**config.mk**
```make
export PLATFORM = sky130hd
export DESIGN_NAME = fpadd_share_arb
export DESIGN_NICKNAME = d
export VERILOG_FILES = /design/src/rtl/fpadd_share_arb_pkg.sv /design/src/rtl/fpadd_share_arb_rr_arb2.sv /design/src/rtl/fpadd_share_arb.sv
export SDC_FILE = /design/constraint.sdc
export NUM_CORES = 1
export LEC_CHECK = 0
export ABC_CLOCK_PERIOD_IN_PS = 7250
export CORE_AREA = 4 4 58 60
export DETAILED_ROUTE_END_ITERATION = 6
export DIE_AREA = 0 0 62 64
export DONT_BUFFER_PORTS = 1
export PLACE_DENSITY_LB_ADDON = 0.05
export SLEW_MARGIN = 10
export SYNTH_ARGS = -nofsm -noshare
export SYNTH_HDL_FRONTEND = slang
export SYNTH_HIERARCHICAL = 1
export SYNTH_SLANG_ARGS = --single-unit
export TNS_END_PERCENT = 30
```
**constraint.sdc**
```tcl
create_clock -name clk -period 7.25 [get_ports clk]
set_clock_uncertainty 0.2 [all_clocks]
set_input_delay 1.45 -clock clk [delete_from_list [all_inputs] [get_ports clk]]
set_output_delay 1.45 -clock clk [all_outputs]
set_load 0.01 [all_outputs]
```
**src/rtl/fpadd_share_arb_pkg.sv**
```systemverilog
// Shared constants and types for the two-requester FP16 adder arbiter.
package fpadd_share_arb_pkg;

   localparam int unsigned FP_W  = 16;
   localparam int unsigned N_REQ = 2;

   typedef enum logic {
      REQ0 = 1'b0,
      REQ1 = 1'b1
   } req_id_t;

endpackage

```
**src/rtl/fpadd_share_arb_rr_arb2.sv**
```systemverilog
// Two-way round-robin arbiter: a tie goes to the requester not granted last.
import fpadd_share_arb_pkg::*;

module rr_arb2 (
   input  logic [N_REQ-1:0] valid,
   input  logic             last_gnt,
   output logic [N_REQ-1:0] grant
);

   always_comb begin
      grant = '0;
      if (valid == 2'b11) begin
         grant = last_gnt ? 2'b01 : 2'b10;
      end else begin
         grant = valid;
      end
   end

endmodule

```
**src/rtl/fpadd_share_arb.sv**
```systemverilog
// Shares one single-stage FP16 adder between two requesters with round-robin
// arbitration; the response is taken straight from the adder output.
import fpadd_share_arb_pkg::*;

module fpadd_share_arb (
   input  logic            clk,
   input  logic            reset,
   input  logic            req0_valid,
   output logic            req0_ready,
   input  logic [FP_W-1:0] req0_a,
   input  logic [FP_W-1:0] req0_b,
   input  logic            req1_valid,
   output logic            req1_ready,
   input  logic [FP_W-1:0] req1_a,
   input  logic [FP_W-1:0] req1_b,
   output logic            rsp0_valid,
   input  logic            rsp0_ready,
   output logic [FP_W-1:0] rsp0_data,
   output logic            rsp1_valid,
   input  logic            rsp1_ready,
   output logic [FP_W-1:0] rsp1_data,
   output logic [FP_W-1:0] add_oprA,
   output logic [FP_W-1:0] add_oprB,
   output logic            add_pipe_en,
   input  logic [FP_W-1:0] add_result,
   output logic            busy
);

   logic             s1_valid;
   req_id_t          s1_tag;
   req_id_t          last_gnt;
   logic             adv;
   logic             any_gnt;
   req_id_t          gnt_id;
   req_id_t          opr_sel;
   logic [N_REQ-1:0] grant;

   // Reset also gates the handshakes combinationally, so a stage still
   // full during the reset cycle can neither advance nor be seen.
   always_comb begin
      adv = 1'b0;
      if (!reset) begin
         adv = !s1_valid || ((s1_tag == REQ1) ? rsp1_ready : rsp0_ready);
      end
   end

   rr_arb2 u_arb (
      .valid    ({req1_valid, req0_valid} & {N_REQ{adv}}),
      .last_gnt (last_gnt == REQ1),
      .grant    (grant)
   );

   always_comb begin
      any_gnt = |grant;
      gnt_id  = grant[1] ? REQ1 : REQ0;
      opr_sel = any_gnt ? gnt_id : last_gnt;
   end

   assign req0_ready  = grant[0];
   assign req1_ready  = grant[1];
   assign add_oprA    = (opr_sel == REQ1) ? req1_a : req0_a;
   assign add_oprB    = (opr_sel == REQ1) ? req1_b : req0_b;
   assign add_pipe_en = adv;
   assign busy        = s1_valid;
   assign rsp0_valid  = !reset && s1_valid && (s1_tag == REQ0);
   assign rsp1_valid  = !reset && s1_valid && (s1_tag == REQ1);
   assign rsp0_data   = add_result;
   assign rsp1_data   = add_result;

   always_ff @(posedge clk) begin
      if (reset) begin
         s1_valid <= 1'b0;
         s1_tag   <= REQ0;
         last_gnt <= REQ1;
      end else if (adv) begin
         s1_valid <= any_gnt;
         s1_tag   <= gnt_id;
         if (any_gnt) begin
            last_gnt <= gnt_id;
         end
      end
   end

endmodule

```
==> qor.yml <==
status: "finished clean"
path_class: "in -> out"
min_period_ns: 5.48
ys_types: 20
num_vias: 528
drc_errors: 0
dieArea_um2: 3970
multi_input_area_um2: 479
clk_latency_ns: 0.23
arrival_ns: 3.83
maxCapViolCount: 0
final_util_pct: 21.5
io_pins: 156
max_slew_margin_pct: 36.5
required_ns: 5.60
p_comb_share_pct: 52.9
drtAntennaViolNets: 0
crit_chain: "mux2i_1 > a21oi_1 > and2_1 > a21boi_1 > inv_1 > a21oi_4 > mux2_2"
grt-ovfl-total: 0
routedWlPerCell_um: 21.3
hp-start: "s1_tag"
synth_simple_gate_area_share_pct: 5.59
drt_iter0_markers: 3
p_leak_nw: 0.219
seq_area_um2: 60.1
synth_top_family_by_area: "multiplexers"
cellInternalPower_mw: 0.0637
critPathLaunch: "rsp1_ready"
via_per_inst: 5.56
p_sw_mw: 0.0405
fmax_mhz: 183
synth_mux_area_share_pct: 44.7
initial_core_util_pct: 28.3
period_share_pct: 75.6
cts_setup_buffers: 0
r2r_start: "s1_tag"
grtUsageTotal_pct: 8.23
endpoint_kind: "output pin"
synth_compound_area_share_pct: 7.55
ys_ff_latch: 3
io_buffers: 0
final_common_cell: "mux2_2"
slowest_delay_ns: 0.78
vdd_drop_max_v: 0.0000677
ctsHtreeMaxLevel: 1
hold_end: "s1_tag"
mostFrequentLayoutCells: "mux2_2, inv_1, a21oi_1, dfxtp_1, clkbuf_4"
r2r_cells: 7
finalHoldViolCount: 0
synth_fa_ha_area_share_pct: 0
place_congestion: 0.687
clock_power_share_pct: 28.1
cts_tree: "done"
rsz0062_at_grt: "no"
swShare_pct: 38.8
nFillCells: 321
pre_cts_slack_ns: 1.73
cts_max_path_buffers: 2
r2r_setup_slack_ns: 4.40
ys_seq_area_share_pct: 7.25
core_area_um2: 2930
syn_inst: 92
fin_nets: 149
whs_ns: 0.315
ctsResizeCount: 0
hold_class: "reg -> reg"
grt_pass1_wl_um: 2430
grt_max_degree: 34
finalPower_mw: 0.104
yosysWarnings: 6
synth.cell_area_um2: 828
cts-buffers-inserted: 3
clk_pin_slew_worst_paths_ns: 0.04
holdBufCountCts: 0
syn2layout_area_growth_pct: -24.0
clock-sinks: 3
cts_root_buffer: "clkbuf_4"
drv_slew: 0
reg2reg_to: "last_gnt"
cp_top_family: "compound AO/OA/AOI/OAI gates"
setup_viol: 0
startpoint_type: "input port"
grt_pass1_vias: 468
wirelength_um: 2030
worst-path-max-fanout: 33
diodes: 0
worstSetupPathDepth: 7
tightest_slew_ns: 0.950
drive_gt1_share_pct: 56.5
die_w_um: 62
syn_nets: 178
dpl.hpwl_um: 1810
p_per_area_nw_per_um2: 166
timing.final.ws_setup_ns: 1.77
worst_path_max_delay_cell: "a21oi_4"
synth.avg_cell_area_um2: 9.00
p_seq_share_pct: 19.1
drtPass1Iterations: 2
finalSetupTns_ns: 0
antenna_found_initial: 0
placementRows: 20
synth-xor-area-share_pct: 0
critical_path_buf_inv_count: 1
holdPathStages: 2
die_h_um: 64
[logic make-up (layout without fill, tap and decap cells)]
group,Yosys count,in the layout
buf+inv,39,9
compound gates,9,9
simple gates,8,8
mux,33,33
flops,3,3
[worst max-delay path by stage]
stage	end	slack [ns]
2_1_floorplan	add_oprB[12]	2.33
3_3_place_gp	add_oprA[10]	1.78
3_5_place_dp	add_oprA[6]	1.73
4_1_cts	add_oprA[6]	1.73
5_1_grt	add_oprB[4]	1.54
6_report	add_oprA[10]	1.77
[power groups by stage]
stage | registers, mW | logic, mW | clock network (mW)
final | 0.0199 | 0.0551 | 0.0293
after global routing | 0.0200 | 0.0589 | 0.0329
after CTS | 0.0199 | 0.0561 | 0.0310
after detailed placement | 0.0202 | 0.0557 | 0
after global placement | 0.0203 | 0.0566 | 0
after floorplan | 0.0197 | 0.0718 | 0
[state kept, by name, summed over array words and instances, names as in the netlist]
name,flops
busy,1
last_gnt,1
s1_tag,1
[cells in the mapped netlist, drive strengths merged]
master  count  area [um2]
buf        35         274
mux2       32         360
a21oi       4        31.3
inv         4        15.0
dfxtp       3        60.1
a21boi      2        15.0
and2        2        12.5
o21ai       2        10.0
a31oi       1        6.26
and3        1        6.26
mux2i       1        10.0
nand2       1        3.75
nor2        1        3.75
nor2b       1        6.26
nor3        1        5.00
nor4b       1        8.76
[tightest hold or removal path: cells and delay by family, from the launching register on]
| kind | cells | cell delay, ns |
|---|---|---|
| flops | 1 | 0.33 |
| compound gates | 2 | 0.14 |
[layer usage]
layer	vias to the layer above	global-route usage, %	part of all wire [%]
met5	-	0	0
met4	0	6.10	1.5
met3	8	2.42	16
met2	69	13.2	51
met1	227	8.66	32
li1	224	-	-
[through the flow]
step           instances  area (um2)
2_1_floorplan         92         828
3_3_place_gp          91         603
3_5_place_dp          91         603
4_1_cts               95         629
5_1_grt               95         629
6_report              95         629
[layout make-up]
type	instances	area share, %
timing repair buffer	1	1.19
tap	33	6.56
inverter	4	2.39
sequential	3	9.54
multi-input combinational	50	76.1
clock buffer	4	4.17
(Power assumes the default switching activity.)
